[config.mk]
export PLATFORM = sky130hd
export DESIGN_NAME = id_ex_stage
export DESIGN_NICKNAME = d
export VERILOG_FILES = /design/src/rtl/rv32i_pkg.sv /design/src/rtl/id_ex_stage_imm_gen.sv /design/src/rtl/id_ex_stage.sv
export SDC_FILE = /design/constraint.sdc
export NUM_CORES = 1
export LEC_CHECK = 0
export ABC_AREA = 1
export BUFFER_PORTS_ARGS = -buffer_cell sky130_fd_sc_hd__buf_2
export CAP_MARGIN = 40
export CORE_AREA = 2 2 143 145
export CTS_CLUSTER_SIZE = 30
export DETAILED_ROUTE_END_ITERATION = 10
export DIE_AREA = 0 0 145 147
export GPL_ROUTABILITY_DRIVEN = 0
export PLACE_DENSITY = 0.59
export SYNTH_ARGS = -nofsm -noshare
export SYNTH_HDL_FRONTEND = slang
export SYNTH_SLANG_ARGS = --single-unit
[constraint.sdc]
create_clock -name clk -period 1.5 [get_ports clk]
set_input_delay 0.15 -clock clk [delete_from_list [all_inputs] [get_ports clk]]
set_output_delay 0.15 -clock clk [all_outputs]
set_load 0.005 [all_outputs]
[src/rtl/rv32i_pkg.sv]
// rv32i_pkg: shared RV32I decode definitions.
//   - opcode constants (instr[6:0])
//   - alu_op_t: 4-bit ALU operation encoding consumed by EX
//   - imm_sel_t: immediate format selector for imm_gen
//   - ctrl_t: per-slot control bits carried in the ID/EX register
//   - alu_decode(): funct3/alt-bit to alu_op_t for OP and OP-IMM
//   - imm_sel_of(): opcode to immediate format
package rv32i_pkg;

  localparam logic [6:0] OP_LUI    = 7'b0110111;
  localparam logic [6:0] OP_AUIPC  = 7'b0010111;
  localparam logic [6:0] OP_JAL    = 7'b1101111;
  localparam logic [6:0] OP_JALR   = 7'b1100111;
  localparam logic [6:0] OP_BRANCH = 7'b1100011;
  localparam logic [6:0] OP_LOAD   = 7'b0000011;
  localparam logic [6:0] OP_STORE  = 7'b0100011;
  localparam logic [6:0] OP_IMM    = 7'b0010011;
  localparam logic [6:0] OP_OP     = 7'b0110011;
  localparam logic [6:0] OP_FENCE  = 7'b0001111;
  localparam logic [6:0] OP_SYSTEM = 7'b1110011;

  typedef enum logic [3:0] {
    ALU_ADD    = 4'd0,
    ALU_SUB    = 4'd1,
    ALU_SLL    = 4'd2,
    ALU_SLT    = 4'd3,
    ALU_SLTU   = 4'd4,
    ALU_XOR    = 4'd5,
    ALU_SRL    = 4'd6,
    ALU_SRA    = 4'd7,
    ALU_OR     = 4'd8,
    ALU_AND    = 4'd9,
    ALU_PASS_B = 4'd10
  } alu_op_t;

  typedef enum logic [2:0] {
    IMM_I = 3'd0,
    IMM_S = 3'd1,
    IMM_B = 3'd2,
    IMM_U = 3'd3,
    IMM_J = 3'd4
  } imm_sel_t;

  typedef struct packed {
    logic alu_src_imm;
    logic alu_src_pc;
    logic mem_rd;
    logic mem_wr;
    logic reg_we;
    logic branch;
    logic jal;
    logic jalr;
    logic illegal;
  } ctrl_t;

  // alt is funct7[5]; callers mask it for OP-IMM so only SRAI sees it.
  function automatic alu_op_t alu_decode(input logic [2:0] f3, input logic alt);
    case (f3)
      3'd0:    return alt ? ALU_SUB : ALU_ADD;
      3'd1:    return ALU_SLL;
      3'd2:    return ALU_SLT;
      3'd3:    return ALU_SLTU;
      3'd4:    return ALU_XOR;
      3'd5:    return alt ? ALU_SRA : ALU_SRL;
      3'd6:    return ALU_OR;
      default: return ALU_AND;
    endcase
  endfunction

  function automatic imm_sel_t imm_sel_of(input logic [6:0] opc);
    case (opc)
      OP_STORE:        return IMM_S;
      OP_BRANCH:       return IMM_B;
      OP_LUI, OP_AUIPC: return IMM_U;
      OP_JAL:          return IMM_J;
      default:         return IMM_I;
    endcase
  endfunction

endpackage

[src/rtl/id_ex_stage_imm_gen.sv]
// imm_gen: combinational RV32I immediate extraction.
//   instr : instruction word
//   imm   : immediate for the instruction's format, sign-extended to XLEN
module imm_gen
  import rv32i_pkg::*;
#(
  parameter int XLEN = 32
) (
  input  logic [31:0]     instr,
  output logic [XLEN-1:0] imm
);

  logic signed [31:0] imm32;

  always_comb begin
    imm32 = '0;
    case (imm_sel_of(instr[6:0]))
      IMM_S:   imm32 = {{20{instr[31]}}, instr[31:25], instr[11:7]};
      IMM_B:   imm32 = {{19{instr[31]}}, instr[31], instr[7], instr[30:25], instr[11:8], 1'b0};
      IMM_U:   imm32 = {instr[31:12], 12'b0};
      IMM_J:   imm32 = {{11{instr[31]}}, instr[31], instr[19:12], instr[20], instr[30:21], 1'b0};
      default: imm32 = {{20{instr[31]}}, instr[31:20]};
    endcase
  end

  // signed size cast sign-extends to XLEN
  assign imm = XLEN'(imm32);

endmodule

[src/rtl/id_ex_stage.sv]
// id_ex_stage: RV32I decode stage plus ID/EX pipeline register.
//   in : clk, rst (sync, active high), if_valid/if_instr/if_pc from IF/ID,
//        ex_flush from EX, rf_rdout1/2 from the (asynchronous) regfile
//   out: rf_rs1/rf_rs2 read addresses, stall (load-use), the registered
//        ex_* slot for EX, perf_stall_cnt/perf_flush_cnt
// Build option: define ID_PERF_CNT_EN to get the stall/flush counters;
// otherwise both perf ports are tied to 0.
// JAL/JALR: ex_imm carries the jump offset; EX substitutes the constant 4 on
// the ALU B input when ex_jal|ex_jalr so the ALU yields the link PC+4.
module id_ex_stage
  import rv32i_pkg::*;
#(
  parameter int XLEN   = 32,
  parameter int PERF_W = 32
) (
  input  logic              clk,
  input  logic              rst,
  input  logic              if_valid,
  input  logic [31:0]       if_instr,
  input  logic [XLEN-1:0]   if_pc,
  input  logic              ex_flush,
  output logic [4:0]        rf_rs1,
  output logic [4:0]        rf_rs2,
  input  logic [XLEN-1:0]   rf_rdout1,
  input  logic [XLEN-1:0]   rf_rdout2,
  output logic              stall,
  output logic              ex_valid,
  output logic [XLEN-1:0]   ex_pc,
  output logic [XLEN-1:0]   ex_rs1_val,
  output logic [XLEN-1:0]   ex_rs2_val,
  output logic [XLEN-1:0]   ex_imm,
  output logic [4:0]        ex_rs1,
  output logic [4:0]        ex_rs2,
  output logic [4:0]        ex_rd,
  output logic [3:0]        ex_alu_op,
  output logic              ex_alu_src_imm,
  output logic              ex_alu_src_pc,
  output logic [2:0]        ex_funct3,
  output logic              ex_mem_rd,
  output logic              ex_mem_wr,
  output logic              ex_reg_we,
  output logic              ex_branch,
  output logic              ex_jal,
  output logic              ex_jalr,
  output logic              ex_illegal,
  output logic [PERF_W-1:0] perf_stall_cnt,
  output logic [PERF_W-1:0] perf_flush_cnt
);

  logic [6:0]    opc;
  logic [4:0]    rd;
  logic [2:0]    f3;
  logic          f7b5;
  logic          use_rs1, use_rs2;
  ctrl_t         dc;
  alu_op_t       aop;
  logic [XLEN-1:0] imm;
  ctrl_t         ex_ctrl;
  logic          load_slot;

  assign opc    = if_instr[6:0];
  assign rd     = if_instr[11:7];
  assign f3     = if_instr[14:12];
  assign rf_rs1 = if_instr[19:15];
  assign rf_rs2 = if_instr[24:20];
  assign f7b5   = if_instr[30];

  imm_gen #(.XLEN(XLEN)) u_imm (.instr(if_instr), .imm(imm));

  always_comb begin
    dc      = '0;
    aop     = ALU_ADD;
    use_rs1 = 1'b0;
    use_rs2 = 1'b0;
    case (opc)
      OP_LUI:    begin dc.reg_we = 1'b1; dc.alu_src_imm = 1'b1; aop = ALU_PASS_B; end
      OP_AUIPC:  begin dc.reg_we = 1'b1; dc.alu_src_imm = 1'b1; dc.alu_src_pc = 1'b1; end
      OP_JAL:    begin dc.reg_we = 1'b1; dc.alu_src_pc = 1'b1; dc.jal = 1'b1; end
      OP_JALR:   begin dc.reg_we = 1'b1; dc.alu_src_pc = 1'b1; dc.jalr = 1'b1; use_rs1 = 1'b1; end
      OP_BRANCH: begin dc.branch = 1'b1; aop = ALU_SUB; use_rs1 = 1'b1; use_rs2 = 1'b1; end
      OP_LOAD:   begin dc.mem_rd = 1'b1; dc.reg_we = 1'b1; dc.alu_src_imm = 1'b1; use_rs1 = 1'b1; end
      OP_STORE:  begin dc.mem_wr = 1'b1; dc.alu_src_imm = 1'b1; use_rs1 = 1'b1; use_rs2 = 1'b1; end
      OP_IMM: begin
        dc.reg_we = 1'b1; dc.alu_src_imm = 1'b1; use_rs1 = 1'b1;
        // imm[10] only selects arithmetic shift for SRAI; ADDI etc. ignore it
        aop = alu_decode(f3, f7b5 & (f3 == 3'd5));
      end
      OP_OP: begin
        dc.reg_we = 1'b1; use_rs1 = 1'b1; use_rs2 = 1'b1;
        aop = alu_decode(f3, f7b5);
      end
      OP_FENCE, OP_SYSTEM: ;
      default:   dc.illegal = 1'b1;
    endcase
    if (rd == 5'd0) dc.reg_we = 1'b0;
  end

  assign load_slot = ex_valid & ex_ctrl.mem_rd & (ex_rd != 5'd0);
  assign stall = if_valid & load_slot & ~ex_flush &
                 ((use_rs1 & (ex_rd == rf_rs1)) | (use_rs2 & (ex_rd == rf_rs2)));

  // Data fields always follow ID; only valid and control are squashed.
  always_ff @(posedge clk) begin
    if (rst) begin
      ex_valid   <= 1'b0;
      ex_ctrl    <= '0;
      ex_pc      <= '0;
      ex_rs1_val <= '0;
      ex_rs2_val <= '0;
      ex_imm     <= '0;
      ex_rs1     <= '0;
      ex_rs2     <= '0;
      ex_rd      <= '0;
      ex_alu_op  <= '0;
      ex_funct3  <= '0;
    end else begin
      ex_valid   <= if_valid & ~ex_flush & ~stall;
      ex_ctrl    <= (if_valid & ~ex_flush & ~stall) ? dc : '0;
      ex_pc      <= if_pc;
      ex_rs1_val <= rf_rdout1;
      ex_rs2_val <= rf_rdout2;
      ex_imm     <= imm;
      ex_rs1     <= rf_rs1;
      ex_rs2     <= rf_rs2;
      ex_rd      <= rd;
      ex_alu_op  <= aop;
      ex_funct3  <= f3;
    end
  end

  assign ex_alu_src_imm = ex_ctrl.alu_src_imm;
  assign ex_alu_src_pc  = ex_ctrl.alu_src_pc;
  assign ex_mem_rd      = ex_ctrl.mem_rd;
  assign ex_mem_wr      = ex_ctrl.mem_wr;
  assign ex_reg_we      = ex_ctrl.reg_we;
  assign ex_branch      = ex_ctrl.branch;
  assign ex_jal         = ex_ctrl.jal;
  assign ex_jalr        = ex_ctrl.jalr;
  assign ex_illegal     = ex_ctrl.illegal;

`ifdef ID_PERF_CNT_EN
  logic [PERF_W-1:0] stall_cnt_q, flush_cnt_q;

  always_ff @(posedge clk) begin
    if (rst) begin
      stall_cnt_q <= '0;
      flush_cnt_q <= '0;
    end else begin
      if (stall)               stall_cnt_q <= stall_cnt_q + PERF_W'(1);
      if (ex_flush & if_valid) flush_cnt_q <= flush_cnt_q + PERF_W'(1);
    end
  end

  assign perf_stall_cnt = stall_cnt_q;
  assign perf_flush_cnt = flush_cnt_q;
`else
  assign perf_stall_cnt = '0;
  assign perf_flush_cnt = '0;
`endif

endmodule

==> After elaboration in Yosys (flattened, before gate mapping) <==
Cells that the tools add are included.
{ "totals": {"ff_bits": 160, "inputBits": 132, "output_inout_bits": 235, "word_cells": 88} }
{ "op_classes": {"eq_ne": 23, "n_mux": 20, "bitwise_logic": 14, "n_reduce_logical": 12} }
{ "op_table": {"columns": ["operator", "count"], "rows": [
  ["$pmux W31 S4", 1],
  ["$pmux W4 S7", 2],
  ["$eq A7 B7 Y1 const B", 4],
  ["$eq A7 B6 Y1 const B", 3],
  ["$pmux W4 S4", 1],
  ["$mux W1", 15],
  ["$eq A7 B5 Y1 const B", 2],
  ["$eq A3 B2 Y1 const B", 4],
  ["$eq A3 B3 Y1 const B", 4],
  ["$pmux W3 S4", 1],
  ["$reduce_or A11 Y1", 1],
  ["$and A1 B1 Y1", 10],
  ["$eq A5 B5 Y1", 2],
  ["$reduce_or A3 Y1", 3],
  ["$eq A7 B2 Y1 const B", 1],
  ["$eq A7 B4 Y1 const B", 1],
  ["$reduce_or A7 Y1", 1],
  ["$eq A3 B1 Y1 const B", 2],
  ["$reduce_or A6 Y1", 1],
  ["$logic_not A5 Y1", 1],
  ["$reduce_bool A5 Y1", 1],
  ["$reduce_or A5 Y1", 1],
  ["$reduce_or A2 Y1", 2],
  ["$logic_not A3 Y1", 1],
  ["other kinds (2)", 4]
]} }

==> Logic depth before layout (Yosys ltp) <==
Gate-level depths: netlist of the first run.
{ "depth": {"word_depth": 10, "ltp_mapped": 11, "ltp_nobuf": 11} }

==> Modules after synthesis <==
From an unflattened synthesis of the first run, not the netlist that was laid out.
{ "hier_totals": {"cells_unflattened": 776, "area_unflattened_um2": 6007.0} }
{ "by_module_without_submodules": {"columns": ["module", "instances", "cells_per_inst", "area_each_um2", "seq_area_each_um2"], "rows": [
  ["id_ex_stage", 1, 668, 5494.0, 3203.1],
  ["imm_gen", 1, 108, 513.0, 0.0]
]} }

==> Worst setup path before layout of the first run <==
Ideal clock, no wire load.
{ "synth_timing": {"path_kind": "input to register", "startpoint": "input port if_instr[1]", "endpoint": "register ex_imm[28]", "setup_ns": 0.135, "arrival_time_ns": 1.007, "required_time_ns": 1.365, "slack_ns": 0.357, "stages": 9, "path_cell_list": "nand2_1 -> inv_1 -> nand3_1 -> nor2_4 -> inv_2 -> nand2_4 -> nor2_4 -> nand2_4 -> a21oi_1"} }
{ "synth_via": {"elab_chain_len": 5, "elab_cells_between_ends": 12, "classes_between": "eq/ne: 9; mux: 2; reduce/logical: 1"} }
{ "synth_lines": {"columns": ["element", "line", "rtl"], "rows": [
  ["start, declared", "id_ex_stage.sv:19", "input logic [31:0] if_instr,"],
  ["$eq A7 B6 Y1 or $eq A7 B5 Y1 (tied branches)", "rv32i_pkg.sv:71", "case (opc)"],
  ["$reduce_or A2 Y1", "rv32i_pkg.sv:71", null],
  ["$pmux W3 S4 (*)", "rv32i_pkg.sv:71", null],
  ["$eq A3 B3 Y1, or another cell as far along", "id_ex_stage_imm_gen.sv:17", "case (imm_sel_of(instr[6:0]))"],
  ["$pmux W31 S4 (*)", "id_ex_stage_imm_gen.sv:17", null],
  ["end signal, assigned", "id_ex_stage.sv:122", "ex_imm <= imm;"],
  ["end, declared", "id_ex_stage.sv:31", "output logic [XLEN-1:0] ex_imm,"]
]} }
Every way passes the cells marked *; elsewhere a longest branch is shown, timed or not.
A chain may end at the register's enable or synchronous reset.

==> Final worst setup path of the first run <==
{ "layout_timing": {"startpoint": "register ex_rd[0]", "endpoint": "output port stall"} }
{ "layout_via": {"elab_chain_len": 5, "elab_cells_between_ends": 10, "classes_between": "eq/ne: 2; bitwise: 7; reduce/logical: 1"} }
{ "layout_lines": {"columns": ["element", "line", "rtl"], "rows": [
  ["start, declared", "id_ex_stage.sv:34", "output logic [4:0] ex_rd,"],
  ["start signal, assigned", "id_ex_stage.sv:125", "ex_rd <= rd;"],
  ["$reduce_bool A5 Y1", "id_ex_stage.sv:98", "assign load_slot = ex_valid & ex_ctrl.mem_rd & (ex_rd != 5'd0);"],
  ["$and A1 B1 Y1", "id_ex_stage.sv:98", null],
  ["$and A1 B1 Y1 (2 in a row)", "id_ex_stage.sv:99", "assign stall = if_valid & load_slot & ~ex_flush &"],
  ["$and A1 B1 Y1 (*)", "id_ex_stage.sv:99", null],
  ["end, declared", "id_ex_stage.sv:26", "output logic stall,"]
]} }
Marked as above.

==> results of run 1 <==
logic make-up after synthesis:
| family | share of synthesized area [%] |
|---|---|
| AND/OR/NAND/NOR | 18.5 |
| buffers and inverters | 20.6 |
| flip-flops | 56.2 |
| AO/OA/AOI/OAI | 4.30 |
| XOR/XNOR | 0.307 |
| other | 0.0658 |
area by class of cell:
class	instances	area, um^2
diodes	1	2.50
clock buffers	18	439
clock inverters	14	120
fillers	1978	10900
inverters	146	553
multi-input cells	362	1570
flip-flops and latches	160	3210
well taps	270	338
repair buffers	420	2690
sequential cells by signal, indices dropped and copies added (netlist names), 3 cells and up:
signal,count
ex_alu_op,4
ex_funct3,3
ex_imm,32
ex_pc,32
ex_rd,5
ex_rs1,5
ex_rs1_val,32
ex_rs2,5
ex_rs2_val,32
timing repair:
item                                    CTS  global route
endpoints found under the setup margin    1             1
setup buffers                             0             0
endpoints found under the hold margin   105             0
gates resized for setup                   9             6
pin swaps                                 1             1
hold buffers                            105             0
metal layers:
| layer | vias to the layer above | GRT usage (%) |
|---|---|---|
| li1 | 2716 | - |
| met1 | 2460 | 17.8 |
| met3 | 37 | 4.60 |
| met4 | 0 | 7.23 |
| met5 | - | 0 |
| met2 | 238 | 30.0 |
cells in the mapped netlist (all sizes together):
cell type / instances
o21ai: 25
a21oi: 16
nand3: 11
xor2: 1
o22ai: 1
conb: 1
buf: 80
clkbuf: 11
nor4: 1
a31oi: 1
xnor2: 1
nand2: 70
o31ai: 1
and3: 1
or2: 1
nor3: 9
nor2: 155
nand4: 3
inv: 146
o2111ai: 1
dfxtp: 160
power groups by stage:
stage | clock network (mW) | logic [mW] | registers, mW
after floorplan | 0 | 0.473 | 4.65
after global placement | 0 | 0.910 | 4.61
after detailed placement | 0 | 0.915 | 4.62
after CTS | 4.26 | 1.14 | 4.52
after global routing | 4.44 | 1.26 | 4.54
final | 4.12 | 1.14 | 4.52
path summary, 6_finish.rpt:
| path | from | to | slack [ns] | cells after the start |
|---|---|---|---|---|
| worst max-delay path | ex_rd[0]$_SDFF_PP0_ | stall | -0.12 | 9 |
| worst min-delay path | if_instr[27] | ex_imm[7]$_SDFF_PP0_ | 0.01 | 3 |
| worst max register to register | ex_rd[0]$_SDFF_PP0_ | ex_mem_wr$_SDFF_PP0_ | 0.24 | 9 |
| worst min register to register | ex_mem_rd$_SDFF_PP0_ | ex_valid$_SDFF_PP0_ | 0.83 | 7 |
per-stage QoR:
step | total power [mW] | util (%) | hold slack, ns | instances
final | 9.78 | 44.9 | 0.0126 | 1391
after global routing | 10.3 | 44.9 | 0.0108 | 1391
after CTS | 9.92 | 44.9 | 0.000786 | 1390
after detailed placement | 5.53 | 36.7 | 0.357 | 1253
after global placement | 5.52 | 36.7 | 0.349 | 1253
after floorplan | 5.12 | - | 0.257 | 759
critical path: stages (launching register included):
cell and delay, ns:
dfxtp_4 0.37, inv_4 0.04, nand2_1 0.05, nand2_1 0.05
nor2_1 0.11, nand4_1 0.10, nand2_1 0.10, nand2_2 0.07
inv_2 0.06, buf_2 0.10
==> run metrics, run 1 <==
Setup CP Type=reg -> out; TritonCTS Buffers=17; top layer used by detailed routing=met4; Post-Syn Area=5700 um^2; number of top-level pins=367; clock-pin slew on the worst setup and hold paths=0.06 ns; Starting DRT DRC Count=179; Max Cap Violations=0; top post-synthesis cells by area=dfxtp_1, nor2_1, buf_4, inv_1, nand2_1; portion of total power attributed to the clock network=42.1%; leading cell type in the layout, fill and taps excluded=buf_2; Routed met1 length=7.05 mm; post-synth top area share=56.2%; number of library cell types mapped by synthesis=33; clk_skew=0.00410 ns; clock latency on the worst-skew pair=0.42 ns; post-place setup slack=0.0808 ns; number of antenna violations at the first check in global routing=1; leakage power=4.99 nW; H-tree lvl count=4; vias per cell=3.92; endpoint arrival time on the critical path=1.47 ns; standard-cell row count=52; mean instance size in the synthesized netlist=8.19 um^2; library cell with the largest summed area after synthesis=dfxtp_1; nature of the critical path endpoint=output pin; relative contribution of combinational cells to total power=11.7%; root buffer cell=clkbuf_16; Pre-antenna DRT Iters=4; Die X=145 um; Post-DP HPWL=13.1 mm; outcome=finished with violations; critical path launch point type=register; sequential share of the synthesized area=56.2%; Post-Route Setup TNS=-0.123 ns; highest clock frequency the design can meet=616 MHz; number of endpoints with negative hold slack in the final report=0; overall overflow remaining after global route=0; DRT Wirelength=17.9 mm; layout overhead on the synthesized area=56.4%; antenna viol nets, final=0; period utilisation layout=108%; Residual DRC=0; via count of the first global-routing pass=5387; Routed wire per std cell=12.9 um; Final Max Slew Viols=0; layout cell share with drive strength beyond 1=34.0%; Initial Utilization=28.7%; final worst-path setup slack=-0.123 ns; VDD IR max=0.000750 V; largest net degree at the start of global routing=31; Chip Height=147 um; # setup viols final=1; die area=21300 um^2; placeable core region=19800 um^2; overall routing resource usage=16.4%; count of state elements after synthesis=160; number of clock sinks seen by CTS=160; failing checks=setup timing; Post-DP Area=7280 um^2; crit-path max FO=4; detailed route wirelength on metal3=1.05 mm; Tightest Hold Check Type=in -> reg; fraction of power spent switching nets=25.8%; power share of the sequential group=46.2%; CTS tree=yes; met2 wire length=9.25 mm; summed area of non-filler cells in the final layout=8920 um^2; clk buf depth=2; first-pass GRT wire length=27.2 mm; final net count=1239; critical path required time=1.35 ns; Cell Int Power=7.26 mW; highest-count cells in the layout ignoring fill and taps=buf_2, dfxtp_1, nor2_1, inv_1, dlygate4sd3_1; routed via count=5451; number of instances in the synthesized netlist=696; post-layout min period=1.62 ns; switching power total=2.53 mW; RSZ-0062 raised after global routing=yes; areal power density over the cells=1100 nW/um^2; synthesis warning total=0; count of buffers inserted at the top-level ports=302
Note: power is estimated with default switching activity, not from simulation.
==> run 2, diff against run 1 <==
--- a/config.mk
+++ b/config.mk
@@ -8,12 +8,14 @@
 export ABC_AREA = 1
 export BUFFER_PORTS_ARGS = -buffer_cell sky130_fd_sc_hd__buf_2
 export CAP_MARGIN = 40
-export CORE_AREA = 2 2 143 145
+export CELL_PAD_IN_SITES_DETAIL_PLACEMENT = 2
+export CELL_PAD_IN_SITES_GLOBAL_PLACEMENT = 2
+export CORE_MARGIN = 2
+export CORE_UTILIZATION = 22
 export CTS_CLUSTER_SIZE = 30
 export DETAILED_ROUTE_END_ITERATION = 10
-export DIE_AREA = 0 0 145 147
 export GPL_ROUTABILITY_DRIVEN = 0
-export PLACE_DENSITY = 0.59
+export PLACE_DENSITY = 0.81
 export SYNTH_ARGS = -nofsm -noshare
 export SYNTH_HDL_FRONTEND = slang
 export SYNTH_SLANG_ARGS = --single-unit
==> run metrics, run 2 (synthesis gave the netlist of run 1 again) <==
Final Max Slew Viols=0 (unchanged); standard-cell row count=58 (+12%); highest-count cells in the layout ignoring fill and taps=buf_2, dfxtp_1, nor2_1, inv_1, dlygate4sd3_1; RSZ-0062 raised after global routing=yes; Tightest Hold Check Type=in -> reg; number of antenna violations at the first check in global routing=2 (+1); number of top-level pins=367 (unchanged); crit-path max FO=3 (-1); final net count=1238 (-0.081%); post-place setup slack=0.0477 ns (-0.0330 ns); Post-DP Area=7360 um^2 (+1.0%); GRT met2 Usage=35.5% (+5.5 points); highest clock frequency the design can meet=577 MHz (-6.4%); H-tree lvl count=4 (unchanged); outcome=finished with violations; root buffer cell=clkbuf_16; Initial Utilization=22.5% (-6.2 points); Starting DRT DRC Count=157 (-12%); endpoint arrival time on the critical path=1.58 ns (+0.11 ns); via count of the first global-routing pass=6626 (+23%); area of the multi-input gates=1590 um^2 (+1.7%); final worst-path setup slack=-0.233 ns (-0.110 ns); antenna viol nets, final=0 (unchanged); die area=27200 um^2 (+28%); critical path required time=1.35 ns (about the same); Post-Route Setup TNS=-0.233 ns (-0.110 ns); areal power density over the cells=1130 nW/um^2 (+3.3%); number of clock sinks seen by CTS=160 (unchanged); Chip Height=165 um (+12%); leakage power=5.02 nW (+0.48%); period utilisation layout=116% (+7.4 points); routing layer with the top usage in global route=met2; Design Power=10.2 mW (+4.5%); GRT met1 Usage=18.5% (+0.73 points); Die X=165 um (+14%); Setup CP Type=reg -> out; layout overhead on the synthesized area=58.3%; storage element area=3210 um^2 (about the same); clock-pin slew on the worst setup and hold paths=0.06 ns (about the same); critical path launch point type=register; layout cell share with drive strength beyond 1=35.0% (+0.99 points); clk buf depth=2 (unchanged); CTS tree=yes; summed area of non-filler cells in the final layout=9030 um^2 (+1.2%); leading cell type in the layout, fill and taps excluded=buf_2; largest net degree at the start of global routing=58 (+87%); Max Cap Violations=0 (unchanged); total of fill cells in the finished design=2903 (+47%); number of endpoints with negative hold slack in the final report=0 (unchanged); overall overflow remaining after global route=0 (unchanged); post-layout min period=1.73 ns (+0.110 ns); TritonCTS Buffers=17 (unchanged); Residual DRC=0 (unchanged); overall routing resource usage=18.5% (+2.1 points); met3 GRT Util=4.72% (+0.12 points); Post-DP HPWL=17.4 mm (+33%); VDD IR max=0.000619 V (-17%); vias per cell=3.95 (+0.68%); Routed wire per std cell=17.5 um (+36%); Pre-antenna DRT Iters=4 (unchanged); first-pass GRT wire length=37.3 mm (+37%); failing checks=setup timing; count of buffers inserted at the top-level ports=302 (unchanged); worst slack on hold paths=0.0196 ns (+0.00702 ns); clk_skew=0.00977 ns (+0.00567 ns); placeable core region=25300 um^2 (+28%); nature of the critical path endpoint=output pin; # setup viols final=1 (unchanged); clock latency on the worst-skew pair=0.42 ns (about the same); DRT Wirelength=25.3 mm (+42%); routed via count=5717 (+4.9%)
run 2: changes by cell type in the layout (fill, tap and decap cells not counted), moves of 3 or more:
cell	change
inv_6	-3
buf_4	+6
inv_2	+3
bufinv_16	+3
dlygate4sd3_1	-8
run 2: what timing repair did:
action / CTS / global route
resized for setup: 17 / 5
pin swaps: 10 / 6
setup endpoints to repair: 1 / 11
hold endpoints to repair: 97 / 0
buffers inserted: 5 / 2
hold buffers: 97 / 0
run 2: critical path, cell delays in order, from the launching register on:
cell	delay [ns]
dfxtp_2	0.33
buf_4	0.13
buf_4	0.13
nor3_2	0.16
nand3_1	0.09
nand2_1	0.06
inv_1	0.04
nand2_2	0.07
inv_2	0.04
buf_6	0.11
run 2: routing by layer:
metal | part of all wire, % | wire (um)
met4 | 4.0 | 1000
met2 | 54 | 13700
met5 | 0 | 0
met1 | 35 | 8960
met3 | 6.5 | 1640
run 2: path summary, 6_finish.rpt:
path | from | to | slack [ns] | cells after the start
worst max-delay path | ex_rd[2]$_SDFF_PP0_ | stall | -0.23 | 9
worst min-delay path | if_instr[28] | ex_imm[8]$_SDFF_PP0_ | 0.02 | 3
worst max register to register | ex_rd[2]$_SDFF_PP0_ | ex_alu_src_imm$_SDFF_PP0_ | 0.12 | 10
worst min register to register | ex_mem_rd$_SDFF_PP0_ | ex_valid$_SDFF_PP0_ | 0.88 | 8
run 2: final cells by class:
type | instances | share of cell area (%)
tap | 330 | 4.57
clock inverter | 13 | 1.82
sequential | 160 | 35.6
clock buffer | 17 | 4.71
multi-input combinational | 362 | 17.6
timing repair buffer | 419 | 29.6
antenna | 2 | 0.0554
inverter | 146 | 6.07
run 2: per-stage QoR:
step                      std cells  utilization (%)
after detailed placement       1313             29.1
final                          1449             35.6
after floorplan                 759                -
after global placement         1313             29.1
after global routing           1449             35.6
after CTS                      1445             35.5
run 2: power by group:
group	internal (mW)	switching [mW]	leakage (nW)
combinational	0.576	0.648	3.40
clock	2.61	1.86	0.285
sequential	4.47	0.0697	1.33
==> run 3, diff against run 2 <==
--- a/config.mk
+++ b/config.mk
@@ -18,4 +18,5 @@
 export PLACE_DENSITY = 0.81
 export SYNTH_ARGS = -nofsm -noshare
 export SYNTH_HDL_FRONTEND = slang
+export SYNTH_HIERARCHICAL = 1
 export SYNTH_SLANG_ARGS = --single-unit
==> run metrics, run 3 <==
clock latency on the worst-skew pair=0.43 ns (about the same); layout cell share with drive strength beyond 1=32.0% (-3.0 points); Starting DRT DRC Count=235 (+50%); critical path required time=1.35 ns (about the same); Setup CP Type=reg -> out; highest cell delay on the worst timing path=0.36 ns (+0.03 ns); root buffer cell=clkbuf_16; sequential share of the synthesized area=53.3% (-2.9 points); count of state elements after synthesis=160 (unchanged); H-tree lvl count=4 (unchanged); number of instances in the synthesized netlist=776 (+11%); overall overflow remaining after global route=0 (unchanged); final net count=1323 (+6.9%); clock-pin slew on the worst setup and hold paths=0.07 ns (about the same); # setup viols final=1 (unchanged); first-pass GRT wire length=42.5 mm (+14%); highest-count cells in the layout ignoring fill and taps=buf_2, nor2_1, inv_1, dfxtp_1, dlygate4sd3_1; Post-DP HPWL=18.2 mm (+4.5%); Pre-antenna DRT Iters=4 (unchanged); highest clock frequency the design can meet=562 MHz (-2.5%); number of top-level pins=367 (unchanged); number of library cell types mapped by synthesis=27 (-18%); crit-path max FO=3 (unchanged); period utilisation layout=119% (+3.0 points); cell with the biggest individual delay on the critical path=dfxtp_4; Routed wire per std cell=18.7 um (+7.2%); routed via count=6140 (+7.4%); leading cell type in the layout, fill and taps excluded=buf_2; outcome=finished with violations; transition time of the tightest slew-check pin=0.540 ns; final worst-path setup slack=-0.278 ns (-0.0453 ns); post-layout min period=1.78 ns (+0.0453 ns); top layer used by detailed routing=met4; via count of the first global-routing pass=7086 (+6.9%); number of antenna violations at the first check in global routing=0 (-2); dominant combinational cell family by area after synthesis=buffers and inverters; clk_skew=0.0116 ns (+0.00188 ns); cell breakdown of the critical path=buf_6 > xnor2_2 > nand2_1 > nor2_1 > nand3_1 > nand2_2 > nand2_4 > inv_2 > buf_6; Routed met1 length=10.2 mm (+13%); arithmetic-cell share of the synthesized area counting full adders, half adders and majority gates=0% (unchanged); CTS tree=yes; basic-gate share of the synthesized area counting and, or, nand and nor cells=22.0% (+3.5 points); nature of the critical path endpoint=output pin; Residual DRC=0 (unchanged); critical path launch point type=register; fraction of synthesized area in multiplexers=0% (unchanged); antenna viol nets, final=0 (unchanged); internal reg-to-reg setup slack=0.03 ns (-0.09 ns); WHS Path Cells=5 (+2); areal power density over the cells=1100 nW/um^2 (-2.6%); worst slew margin relative to its limit=63.9%; synthesis warning total=6 (+6); mean instance size in the synthesized netlist=7.74 um^2 (-5.5%); library cell with the largest summed area after synthesis=dfxtp_1; Initial Utilization=22.4% (-0.16 points); layout overhead on the synthesized area=57.1%; Die X=169 um (+2.6%); largest net degree at the start of global routing=44 (-24%); compound-cell area share of the yosys netlist=1.21% (-3.1 points); TritonCTS Buffers=17 (unchanged); standard-cell row count=60 (+3.4%); clk buf depth=2 (unchanged); post-synth top area share=53.3% (-2.9 points); Post-Route Setup TNS=-0.278 ns (-0.0453 ns); number of endpoints with negative hold slack in the final report=0 (unchanged); parity-gate share of the synthesized area counting xor and xnor cells=0.729% (+0.42 points); Chip Height=169 um (+2.6%); die area=28600 um^2 (+5.2%); RSZ-0062 raised after global routing=yes; Tightest Hold Check Type=in -> reg; Max Cap Violations=0 (unchanged); DRT Wirelength=29.0 mm (+14%); top post-synthesis cells by area=dfxtp_1, nor2_1, inv_1, buf_4, nand2_1; worst slack on hold paths=0.0251 ns (+0.00544 ns); Post-Syn Area=6010 um^2 (+5.4%); detailed route wirelength on metal3=1.56 mm (-4.6%); Most common cell on crit path=buf_6; met2 wire length=16.3 mm (+19%); count of buffers inserted at the top-level ports=302 (unchanged); vias per cell=3.97 (+0.73%); Final Max Slew Viols=0 (unchanged); number of clock sinks seen by CTS=160 (unchanged); failing checks=setup timing; async set-reset flop share out of synthesis=0% (unchanged); prevailing post-synth register cell=dfxtp_1; most used standard cell by instance count after synthesis=nor2_1; Post-synth EDFFs=0 (unchanged); leading post-synthesis cells by instance count=nor2_1, inv_1, dfxtp_1, nand2_1, buf_4; placeable core region=26900 um^2 (+6.1%); overall routing resource usage=19.8% (+1.3 points); VDD IR max=0.000719 V (+16%); cell depth of the worst flop-to-flop path=10 (unchanged); endpoint arrival time on the critical path=1.63 ns (+0.05 ns); leakage power=5.38 nW (+7.3%); total inserted antenna cells=0 (-2)
[run 3: cell count changes after synthesis, sizes merged, moves of 4 or more]
cell	previous run	this run
xnor2	1	5
clkbuf	11	5
buf	80	90
nand4	3	7
inv	146	184
nor2	155	188
nor3	9	3
nand3	11	28
a21oi	16	6
o21ai	25	3
nand2	70	90
[run 3: cell type report]
type                    instances  area, um^2
inverters                     184         693
clock buffers                  17         425
clock inverters                15         194
multi-input cells             401        1720
flip-flops and latches        160        3210
repair buffers                427        2760
fillers                      3090       17400
well taps                     341         427
[run 3: power by group]
| part | switching, mW | internal, mW |
|---|---|---|
| logic | 0.717 | 0.620 |
| clock network | 2.13 | 2.40 |
| registers | 0.0892 | 4.46 |
| total | 2.93 | 7.49 |
[run 3: stage by stage]
step | power [mW] | utilization [%] | worst slack (ns) | cell area, um^2 | std cells
floorplan | 5.17 | - | 0.345 | 6240 | 839
detailed placement | 5.66 | 28.6 | 0.0376 | 7680 | 1404
global route | 10.9 | 35.1 | -0.422 | 9440 | 1545
CTS | 10.4 | 34.9 | -0.339 | 9380 | 1542
finish | 10.4 | 35.1 | -0.278 | 9440 | 1545
global placement | 5.60 | 28.6 | 0.0939 | 7680 | 1404
[run 3: timing repair]
item                                    4_1_cts  5_1_grt
pin swaps                                     7        9
buffers inserted                              2        2
endpoints found under the setup margin       11        2
endpoints found under the hold margin       104        0
cloned                                        0        1
resized for setup                            11        9
hold buffers                                104        0
[run 3: worst paths after layout]
| path | startpoint | endpoint |
|---|---|---|
| setup / recovery | ex_rd[0]$_SDFF_PP0_ | stall |
| hold / removal | if_instr[27] | ex_imm[7]$_SDFF_PP0_ |
| setup reg to reg | ex_rd[0]$_SDFF_PP0_ | ex_mem_wr$_SDFF_PP0_ |
| hold reg to reg | ex_mem_rd$_SDFF_PP0_ | ex_valid$_SDFF_PP0_ |
[run 3: kinds of logic after synthesis]
group / after synthesis
compound gates: 13
buf+inv: 279
xor+xnor: 5
other cells: 1
flops: 160
simple gates: 318
[run 3: critical path: cells and delay by family, from the launching register on]
| kind | cells | cell delay (ns) |
|---|---|---|
| buffers and inverters | 3 | 0.26 |
| flip-flops | 1 | 0.36 |
| XOR/XNOR | 1 | 0.12 |
| AND/OR/NAND/NOR | 5 | 0.47 |
[run 3: routing by layer]
layer	global-route usage, %	vias to the layer above
li1	-	2898
met1	19.5	2962
met2	39.7	234
met3	4.08	46
met4	8.21	0
met5	0	-
